**src/rtl/uart_pkg.sv**
```systemverilog
// Shared UART definitions: byte width and the transmit-queue launch FSM states.
package uart_pkg;

  localparam int UART_BYTE_W = 8;

  typedef enum logic [1:0] {
    TXQ_IDLE = 2'd0,
    TXQ_ACK  = 2'd1,
    TXQ_DONE = 2'd2
  } txq_state_t;

endpackage

```
**src/rtl/uart_tx_queue_if.sv**
```systemverilog
// Producer-side valid/ready write handshake into the UART transmit queue.
interface uart_tx_queue_if;
  import uart_pkg::*;

  logic                   wr_valid;
  logic [UART_BYTE_W-1:0] wr_data;
  logic                   wr_ready;

  modport master (output wr_valid, output wr_data, input wr_ready);
  modport slave  (input wr_valid, input wr_data, output wr_ready);

endinterface

```
**src/rtl/uart_txq_fifo.sv**
```systemverilog
// Power-of-two byte FIFO for the UART transmit queue: storage, pointers, registered level/full/empty and flush.
module uart_txq_fifo
  import uart_pkg::*;
#(
  parameter  int DEPTH = 16,
  localparam int AW    = $clog2(DEPTH)
) (
  input  logic                   clock,
  input  logic                   reset,
  input  logic                   i_wrValid,
  input  logic [UART_BYTE_W-1:0] i_wrData,
  input  logic                   i_pop,
  input  logic                   i_flush,
  output logic [UART_BYTE_W-1:0] o_rdData,
  output logic [AW:0]            o_level,
  output logic                   o_empty,
  output logic                   o_full,
  output logic                   o_wrReady
);

  localparam logic [AW:0] PTR_ONE = {{AW{1'b0}}, 1'b1};

  logic [UART_BYTE_W-1:0] r_mem [DEPTH];
  logic [AW:0]            r_wrPtr;
  logic [AW:0]            r_rdPtr;
  logic [AW:0]            r_level;
  logic                   r_empty;
  logic                   r_full;
  logic                   r_wrReady;

  logic                   w_push;
  logic [AW:0]            w_wrNext;
  logic [AW:0]            w_rdNext;
  logic [AW:0]            w_levelNext;

  assign w_push   = i_wrValid && r_wrReady && !i_flush;
  assign w_rdNext = i_pop ? r_rdPtr + PTR_ONE : r_rdPtr;
  // Flush snaps to the post-pop read pointer so a launch on the same edge still leaves level at zero.
  assign w_wrNext = i_flush ? w_rdNext : (w_push ? r_wrPtr + PTR_ONE : r_wrPtr);
  assign w_levelNext = w_wrNext - w_rdNext;

  always_ff @(posedge clock) begin
    if (w_push) begin
      r_mem[r_wrPtr[AW-1:0]] <= i_wrData;
    end
  end

  always_ff @(posedge clock or posedge reset) begin
    if (reset) begin
      r_wrPtr   <= '0;
      r_rdPtr   <= '0;
      r_level   <= '0;
      r_empty   <= 1'b1;
      r_full    <= 1'b0;
      r_wrReady <= 1'b1;
    end else begin
      r_wrPtr   <= w_wrNext;
      r_rdPtr   <= w_rdNext;
      r_level   <= w_levelNext;
      r_empty   <= (w_wrNext == w_rdNext);
      r_full    <= (w_wrNext[AW] != w_rdNext[AW]) &&
                   (w_wrNext[AW-1:0] == w_rdNext[AW-1:0]);
      r_wrReady <= !((w_wrNext[AW] != w_rdNext[AW]) &&
                     (w_wrNext[AW-1:0] == w_rdNext[AW-1:0]));
    end
  end

  assign o_rdData  = r_mem[r_rdPtr[AW-1:0]];
  assign o_level   = r_level;
  assign o_empty   = r_empty;
  assign o_full    = r_full;
  assign o_wrReady = r_wrReady;

endmodule

```
**src/rtl/uart_tx_queue.sv**
```systemverilog
// Byte queue and launch sequencer feeding uart_tx: FIFO plus a start/busy handshake FSM.
// Optional sticky overflow flag (ovf/ovf_clr ports) is built only when UART_TXQ_OVF_EN is defined.
module uart_tx_queue
  import uart_pkg::*;
#(
  parameter  int DEPTH = 16,
  localparam int AW    = $clog2(DEPTH)
) (
  input  logic                   clock,
  input  logic                   reset,
  uart_tx_queue_if.slave         wr,
  input  logic                   flush,
  output logic                   tx_start,
  output logic [UART_BYTE_W-1:0] tx_data,
  input  logic                   tx_busy,
  output logic [AW:0]            level,
  output logic                   empty,
  output logic                   full
`ifdef UART_TXQ_OVF_EN
  ,
  output logic                   ovf,
  input  logic                   ovf_clr
`endif
);

  txq_state_t             r_state;
  txq_state_t             w_stateNext;
  logic                   r_txStart;
  logic [UART_BYTE_W-1:0] r_txData;
  logic                   w_startNext;
  logic [UART_BYTE_W-1:0] w_dataNext;
  logic                   w_pop;
  logic [UART_BYTE_W-1:0] w_rdData;
  logic                   w_empty;
  logic                   w_full;
  logic                   w_wrReady;

  uart_txq_fifo #(.DEPTH(DEPTH)) u_fifo (
    .clock     (clock),
    .reset     (reset),
    .i_wrValid (wr.wr_valid),
    .i_wrData  (wr.wr_data),
    .i_pop     (w_pop),
    .i_flush   (flush),
    .o_rdData  (w_rdData),
    .o_level   (level),
    .o_empty   (w_empty),
    .o_full    (w_full),
    .o_wrReady (w_wrReady)
  );

  always_ff @(posedge clock or posedge reset) begin
    if (reset) begin
      r_state   <= TXQ_IDLE;
      r_txStart <= 1'b0;
      r_txData  <= '0;
    end else begin
      r_state   <= w_stateNext;
      r_txStart <= w_startNext;
      r_txData  <= w_dataNext;
    end
  end

  // A launch pops the head and latches it; tx_data then holds until the next launch, whatever flush does.
  always_comb begin
    w_stateNext = r_state;
    w_startNext = 1'b0;
    w_dataNext  = r_txData;
    w_pop       = 1'b0;
    case (r_state)
      TXQ_IDLE: begin
        if (!w_empty && !tx_busy) begin
          w_pop       = 1'b1;
          w_startNext = 1'b1;
          w_dataNext  = w_rdData;
          w_stateNext = TXQ_ACK;
        end
      end
      TXQ_ACK: begin
        if (tx_busy) begin
          w_stateNext = TXQ_DONE;
        end
      end
      TXQ_DONE: begin
        if (!tx_busy) begin
          w_stateNext = TXQ_IDLE;
        end
      end
      default: w_stateNext = TXQ_IDLE;
    endcase
  end

  assign tx_start    = r_txStart;
  assign tx_data     = r_txData;
  assign empty       = w_empty;
  assign full        = w_full;
  assign wr.wr_ready = w_wrReady;

`ifdef UART_TXQ_OVF_EN
  logic r_ovf;

  // Setting takes priority over clearing so an overflow on the clear edge is never lost.
  always_ff @(posedge clock or posedge reset) begin
    if (reset) begin
      r_ovf <= 1'b0;
    end else if (wr.wr_valid && w_full && !flush) begin
      r_ovf <= 1'b1;
    end else if (ovf_clr) begin
      r_ovf <= 1'b0;
    end
  end

  assign ovf = r_ovf;
`endif

endmodule

```
**src/flat_wrapper.sv**
```systemverilog
// flat-port wrapper written by rule: the top's interface ports become plain ports
module uart_tx_queue_flat import uart_pkg::*;
#(
  parameter  int DEPTH = 16,
  localparam int AW    = $clog2(DEPTH)
)
  (clock, reset, flush, tx_start, tx_data, tx_busy, level, empty, full, wr_wr_valid, wr_wr_data, wr_wr_ready);
  uart_tx_queue_if wr_i ();
  input  logic clock;
  input  logic reset;
  input  logic flush;
  output logic tx_start;
  output logic [UART_BYTE_W-1:0] tx_data;
  input  logic tx_busy;
  output logic [AW:0] level;
  output logic empty;
  output logic full;
  input wire logic [$bits(wr_i.wr_valid)-1:0] wr_wr_valid;
  input wire logic [$bits(wr_i.wr_data)-1:0] wr_wr_data;
  output wire logic [$bits(wr_i.wr_ready)-1:0] wr_wr_ready;
  assign wr_i.wr_valid = wr_wr_valid;
  assign wr_i.wr_data = wr_wr_data;
  assign wr_wr_ready = wr_i.wr_ready;
  uart_tx_queue #(.DEPTH(DEPTH)) u_core (.clock(clock), .reset(reset), .wr(wr_i), .flush(flush), .tx_start(tx_start), .tx_data(tx_data), .tx_busy(tx_busy), .level(level), .empty(empty), .full(full));
endmodule
```
**config.mk**
```make
export PLATFORM = sky130hd
export DESIGN_NAME = uart_tx_queue_flat
export DESIGN_NICKNAME = d
export VERILOG_FILES = /design/src/rtl/uart_pkg.sv /design/src/rtl/uart_tx_queue_if.sv /design/src/rtl/uart_txq_fifo.sv /design/src/rtl/uart_tx_queue.sv /design/src/flat_wrapper.sv
export SDC_FILE = /design/constraint.sdc
export NUM_CORES = 1
export LEC_CHECK = 0
export ABC_AREA = 1
export BUFFER_PORTS_ARGS = -buffer_cell sky130_fd_sc_hd__buf_2
export CAP_MARGIN = 10
export CORE_MARGIN = 5
export CORE_UTILIZATION = 61
export DETAILED_ROUTE_END_ITERATION = 8
export PLACE_DENSITY = 0.79
export REMOVE_ABC_BUFFERS = 1
export SLEW_MARGIN = 10
export SYNTH_ARGS = -nofsm -noshare
export SYNTH_HDL_FRONTEND = slang
export SYNTH_SLANG_ARGS = --single-unit
export TNS_END_PERCENT = 30
```
**constraint.sdc**
```tcl
create_clock -name clock -period 2.38 [get_ports clock]
set_input_delay 0.119 -clock clock [delete_from_list [all_inputs] [get_ports clock]]
set_output_delay 0.119 -clock clock [all_outputs]
set_load 0.005 [all_outputs]
```
# Word-level counts from Yosys, hierarchy flattened
# Memories as Yosys holds them, arrays and structs flattened. A register that Yosys moved wholly into a read port is not among the register bits.
# Index checks and enable logic that the tools add are counted.
dict set report op_classes {
  mux 11
  eq_ne 8
  reduce_logical 11
  addsub 3
}
# cell count
set ops {}
lappend ops {{5-bit two-way mux} 3}
lappend ops {{5-bit by 1-bit adder with 5-bit output, second input constant} 2}
lappend ops {{2-bit two-way mux} 3}
lappend ops {{2-bit case mux with 3 select lines} 1}
lappend ops {{5-bit == test} 1}
lappend ops {{5-bit subtractor} 1}
lappend ops {{4-bit == test} 1}
lappend ops {{1-bit logical AND} 4}
lappend ops {{1-bit logical NOT} 4}
lappend ops {{1-bit two-way mux} 4}
lappend ops {{2-bit inequality test, second input constant} 2}
lappend ops {{3-bit AND reduction} 1}
lappend ops {{2-bit by 1-bit == test with 1-bit output, second input constant} 1}
lappend ops {{2-bit == test, second input constant} 1}
lappend ops {{2-bit logical NOT} 1}
lappend ops {{2-bit by 1-bit inequality test with 1-bit output, second input constant} 1}
lappend ops {{2-bit AND reduction} 1}
lappend ops {{1-bit inequality test} 1}
dict set report totals {
  mem_bits_rw 128
  n_memories 1
  register_bits 21
  output_inout_bits 17
  wordCells 42
  input_bits 13
}
# memory words word_bits rd rd_clocked_by_memory_dff wr line_no
set mem_list {}
lappend mem_list {u_core.u_fifo.r_mem 16 8 1 1 1 uart_txq_fifo.sv:23} ;# logic [UART_BYTE_W-1:0] r_mem [DEPTH];

# Logic depth before layout (Yosys ltp)
dict set report logic_depth {
  word_depth 9
  depth_mapped 13
  depth_no_buf 13
}

# Cells and area by module
# A second synthesis with hierarchy kept.
dict set report hier_totals {
  cells_unflattened 583
  hier_area_um2 6640.1
}
# module seq_area_each_um2 area_per_inst_um2 cells_per_inst instances
set by_module_without_submodules {}
lappend by_module_without_submodules {uart_txq_fifo 4296.6 6199.7 537 1}
lappend by_module_without_submodules {uart_tx_queue 275.3 440.4 46 1}

# Worst setup path before layout
# No wires, ideal clock.
dict set report synth_path {
  path_kind {register to register}
  start {register u_core.u_fifo.r_rdPtr[1]}
  end {register u_core.u_fifo.r_level[4], in the netlist u_core.u_fifo.o_level[4]}
  required_ns 2.264
  t_arrival_ns 1.888
  setup_slack_ns 0.375
  path_buffers 2
  stages_incl_launch_ff 14
  setup_ns 0.116
  period_less_slack_ns 2.005
  path_cell_list {dfrtp_1 -> buf_4 -> buf_2 -> nand2_1 -> o21ai_0 -> inv_1 -> o21ai_0 -> fa_1 -> nand2_1 -> inv_1 -> nand3_1 -> nand2_1 -> nand2_1 -> nand2_1}
}
dict set report synth_via {
  elab_chain_cells 4
}
# item line_no
set synth_rtl {}
lappend synth_rtl {{from (decl)} uart_txq_fifo.sv:25} ;# logic [AW:0] r_rdPtr;
lappend synth_rtl {{from (signal assigned)} uart_txq_fifo.sv:58} ;# r_rdPtr <= w_rdNext;
lappend synth_rtl {{5-bit by 1-bit adder with 5-bit output} uart_txq_fifo.sv:37} ;# assign w_rdNext = i_pop ? r_rdPtr + PTR_ONE : r_rdPtr;
lappend synth_rtl {{5-bit two-way mux (*)} uart_txq_fifo.sv:37}
lappend synth_rtl {{net u_core.u_fifo.w_rdNext[1]} uart_txq_fifo.sv:33} ;# logic [AW:0] w_rdNext;
lappend synth_rtl {{5-bit two-way mux (*)} uart_txq_fifo.sv:39} ;# assign w_wrNext = i_flush ? w_rdNext : (w_push ? r_wrPtr + PTR_ONE : r_wrPtr);
lappend synth_rtl {{net u_core.u_fifo.w_wrNext[1]} uart_txq_fifo.sv:32} ;# logic [AW:0] w_wrNext;
lappend synth_rtl {{5-bit subtractor (*)} uart_txq_fifo.sv:40} ;# assign w_levelNext = w_wrNext - w_rdNext;
lappend synth_rtl {{net u_core.u_fifo.w_levelNext[4]} uart_txq_fifo.sv:34} ;# logic [AW:0] w_levelNext;
lappend synth_rtl {{to (signal assigned)} uart_txq_fifo.sv:59} ;# r_level <= w_levelNext;
lappend synth_rtl {{to (decl)} uart_txq_fifo.sv:26} ;# logic [AW:0] r_level;
# The timed path passes the listed nets; every way through them passes the cells marked *.
# A chain may end at the register's enable or synchronous reset.

# Worst setup path after layout
dict set report layout_path {
  start {register u_core.r_state[0]}
  end {register u_core.u_fifo.r_level[3], in the netlist u_core.u_fifo.o_level[3]}
}
dict set report layout_via {
  elab_chain_cells 5
}
# item line_no
set layout_rtl {}
lappend layout_rtl {{from (decl)} uart_tx_queue.sv:26} ;# txq_state_t r_state;
lappend layout_rtl {{from (signal assigned)} uart_tx_queue.sv:58} ;# r_state <= w_stateNext;
lappend layout_rtl {{2-bit logical NOT} uart_tx_queue.sv:70} ;# case (r_state)
lappend layout_rtl {{1-bit two-way mux} uart_tx_queue.sv:70}
lappend layout_rtl {{5-bit two-way mux} uart_txq_fifo.sv:37}
lappend layout_rtl {{net u_core.u_fifo.w_rdNext[2]} uart_txq_fifo.sv:33}
lappend layout_rtl {{5-bit two-way mux} uart_txq_fifo.sv:39}
lappend layout_rtl {{net u_core.u_fifo.w_wrNext[2]} uart_txq_fifo.sv:32}
lappend layout_rtl {{5-bit subtractor} uart_txq_fifo.sv:40}
lappend layout_rtl {{net u_core.u_fifo.w_levelNext[3]} uart_txq_fifo.sv:34}
# The timed path passes the listed nets, and every way through them passes these cells.

==> impl_metrics.toml <==
[floorplanning]
boundaryPins = 30
initial_core_util = 0.615
die_area_mm2 = 0.0130
row_count = 38
die_x_um = 114
die_y_um = 114
core_area_mm2 = 0.0107

[placed_design]
dp_hpwl_mm = 8.97
preCtsSetupSlack_ps = 190
portBuffers = 29
gp_congestion = 0.839

[routing]
wl_mm = 14.6
avgRoutedWirePerCell_um = 19.1
drcViolationCount = 0
via_per_inst = 5.86
first_pass_iters = 6
drt_iter0_drc = 568
ant_nets = 0
vias = 4497

[setup_path]
crit_fanout = 6
crit_chain = "nor2_2, nand2_4, nor2_4, xor2_1, inv_1, o21ai_0, ha_1, a21oi_1, nand2_1, nand2_1, nand2_1"
path_buf_inv = 1
crit_top_cell = "nand2_1"
worstPathArrival_ps = 2590
end_kind = "register"
start_kind = "register"
path_class = "register to register"
critPathMaxStageDelay_ps = 390
required_ps = 2790
cp_slowest_cell = "dfrtp_1"
critical_path.top_delay_family = "simple AND/OR/NAND/NOR gates"

[clocking]
root_buffer = "clkbuf_8"
cts_max_path_buffers = 2
htreeDepth = 4
cts_tree = "done"
cts_made_buffers = 17
clk_pin_slew_worst_paths_ps = 60
clkSinkCount = 157
clk_latency_ps = 520

[yosys]
synth_cell_types = 35
synth_edf_count = 128
synth_warnings = 0
synth_area_mm2 = 0.00658
synth_area_leaders = "edfxtp_1 58%, dfrtp_1 10%, nor2_1 5.5%"
ys_ff_latch = 157
yosysSeqAreaShare = 0.695
avgSynthCellArea_um2 = 11.7
yosysTopAreaCell = "edfxtp_1"
synth_ff_type = "edfxtp_1"
synth_top_cell_area_share = 0.584
synth-async-reset-ratio = 0.185
synth_cells = 563

[timing]
hold_violations = 0
worstMarginPinSlew_ps = 684
fin_crit_ps = 2180
tns_ps = 0
grt_setup_unrepaired = "no"
holdWs_ps = 18.2
maxClockFrequency_mhz = 459
setup_viol = 0
slew_headroom = 0.544
clock_skew_ps = 6.62
postLayoutSetupSlackWorst_ps = 199
slew_violations = 0
min_period_over_period = 0.916

[grt]
grt_overflow = 0
grtUsageMet1 = 0.306
gr-max-usage-layer = "met2"
met2_usage = 0.393
grt_pass1_wl_mm = 23.1
use_met3 = 0.0562
grt_max_degree = 67
grt_pass1_vias = 4360
track_usage = 0.240
antenna_found_initial = 0

[final_layout]
antenna_cells = 0
nets = 636
final_util = 0.704
area_growth_pct = 14.5
drive_above_1_share = 0.167

[pwr]
total_power_mw = 8.78
powerDensity_mw_per_mm2 = 1170
peakVddDrop_mv = 0.942
leakage_nw = 2.84

[flow_run]
drv_cap = 0

[min_path]
hp-class = "input port to register"

[status]
status = "completed"
-- registers in the layout, summed over array words and instances (netlist names) --
signal,count
u_core.u_fifo.r_rdPtr,5
u_core.u_fifo.o_full,1
u_core.tx_start,1
u_core.tx_data,8
u_core.u_fifo.r_mem,128
u_core.r_state,2
u_core.u_fifo.r_wrPtr,5
u_core.u_fifo.o_empty,1
u_core.u_fifo.o_level,5
u_core.u_fifo.o_wrReady,1
-- worst paths after layout --
check                      cells past startpoint         startpoint  slack (ps)                         to
max                                           11  u_core.r_state[0]         200   u_core.u_fifo.o_level[3]
min                                            1      wr_wr_data[6]          20  u_core.u_fifo.r_mem[5][6]
max reg2reg                                   11  u_core.r_state[0]         200   u_core.u_fifo.o_level[3]
min reg2reg                                    1  u_core.r_state[1]         490          u_core.r_state[0]
max in group asynchronous                      4              reset        1830    u_core.u_fifo.o_wrReady
min in group asynchronous                      4              reset         230            u_core.tx_start
-- per-stage QoR --
stage,instances,area [µm²]
after floorplan,540,6430
after global placement,730,6920
after detailed placement,730,6920
after CTS,768,7530
after global routing,768,7530
final,768,7530
-- routing by layer --
layer	up-vias	routed length, µm
li1	2064	-
met1	2171	5610
met2	222	7260
met3	40	1210
met4	0	566
met5	-	0
-- synth_stat cells (3+ instances only) --
cell type and instances:
buf_6 4, nand3_2 4, edfxtp_1 128, nor3_1 11, ha_1 7, o21ai_1 3, nor2_2 4, o211ai_1 7
o221ai_1 9, clkbuf_1 4, nand2_1 80, nand3_1 33, inv_2 9, dfrtp_1 27, buf_4 5, inv_1 26
a21oi_1 18, buf_2 10, o21ai_0 58, nor2_1 96
-- cells in the final DEF, fill, tap and decap left out, types with 2 or more instances in the layout --
master	n
clkbuf_16	16
clkbuf_1	3
clkinv_2	5
nand3_2	4
o22ai_1	2
buf_4	20
bufinv_16	2
dfstp_2	2
inv_1	26
o211ai_1	7
nor2_2	4
xor2_1	2
nor2_1	96
dlygate4sd3_1	6
nand2_2	2
clkinvlp_4	5
a21oi_1	18
o21ai_0	57
nand3_1	33
buf_2	29
inv_2	9
ha_1	7
nand4_1	2
edfxtp_1	128
dfrtp_1	26
nor3_1	11
o221ai_1	9
o21ai_1	4
nand2_1	80
-- power breakdown --
part	switching (mW)	internal [mW]	leakage, nW
Clock	1.01	1.48	0.256
Combinational	1.93	0.907	1.10
Sequential	0.156	3.29	1.49
Total	3.10	5.68	2.84
-- repair_timing --
item / in CTS / in global routing
resized for setup: 0 / 1
endpoints found under the hold margin: 64 / 0
endpoints found under the setup margin: 0 / 2
setup buffers: 0 / 0
hold buffers: 6 / 0
-- area by class of cell --
class                   instances  area, µm²
clock buffers                  20        425
clock inverters                12        123
fillers                       728       3170
inverters                      37        144
multi-input cells             346       1710
flip-flops and latches        157       4570
well taps                     140        175
repair buffers                 56        375
-- cell families (layout without fill, tap and decap cells) --
family / after synthesis / in the layout / synth area share
buffers and inverters: 60 / 125 / 0.0443
adders and majority gates: 8 / 8 / 0.0164
AOI/OAI and AO/OA: 100 / 100 / 0.0854
and+or+nand+nor: 235 / 235 / 0.152
xor gates and xnor gates: 3 / 3 / 0.00685
DFF: 157 / 157 / 0.695
Note: power is estimated with default switching activity, not from simulation.
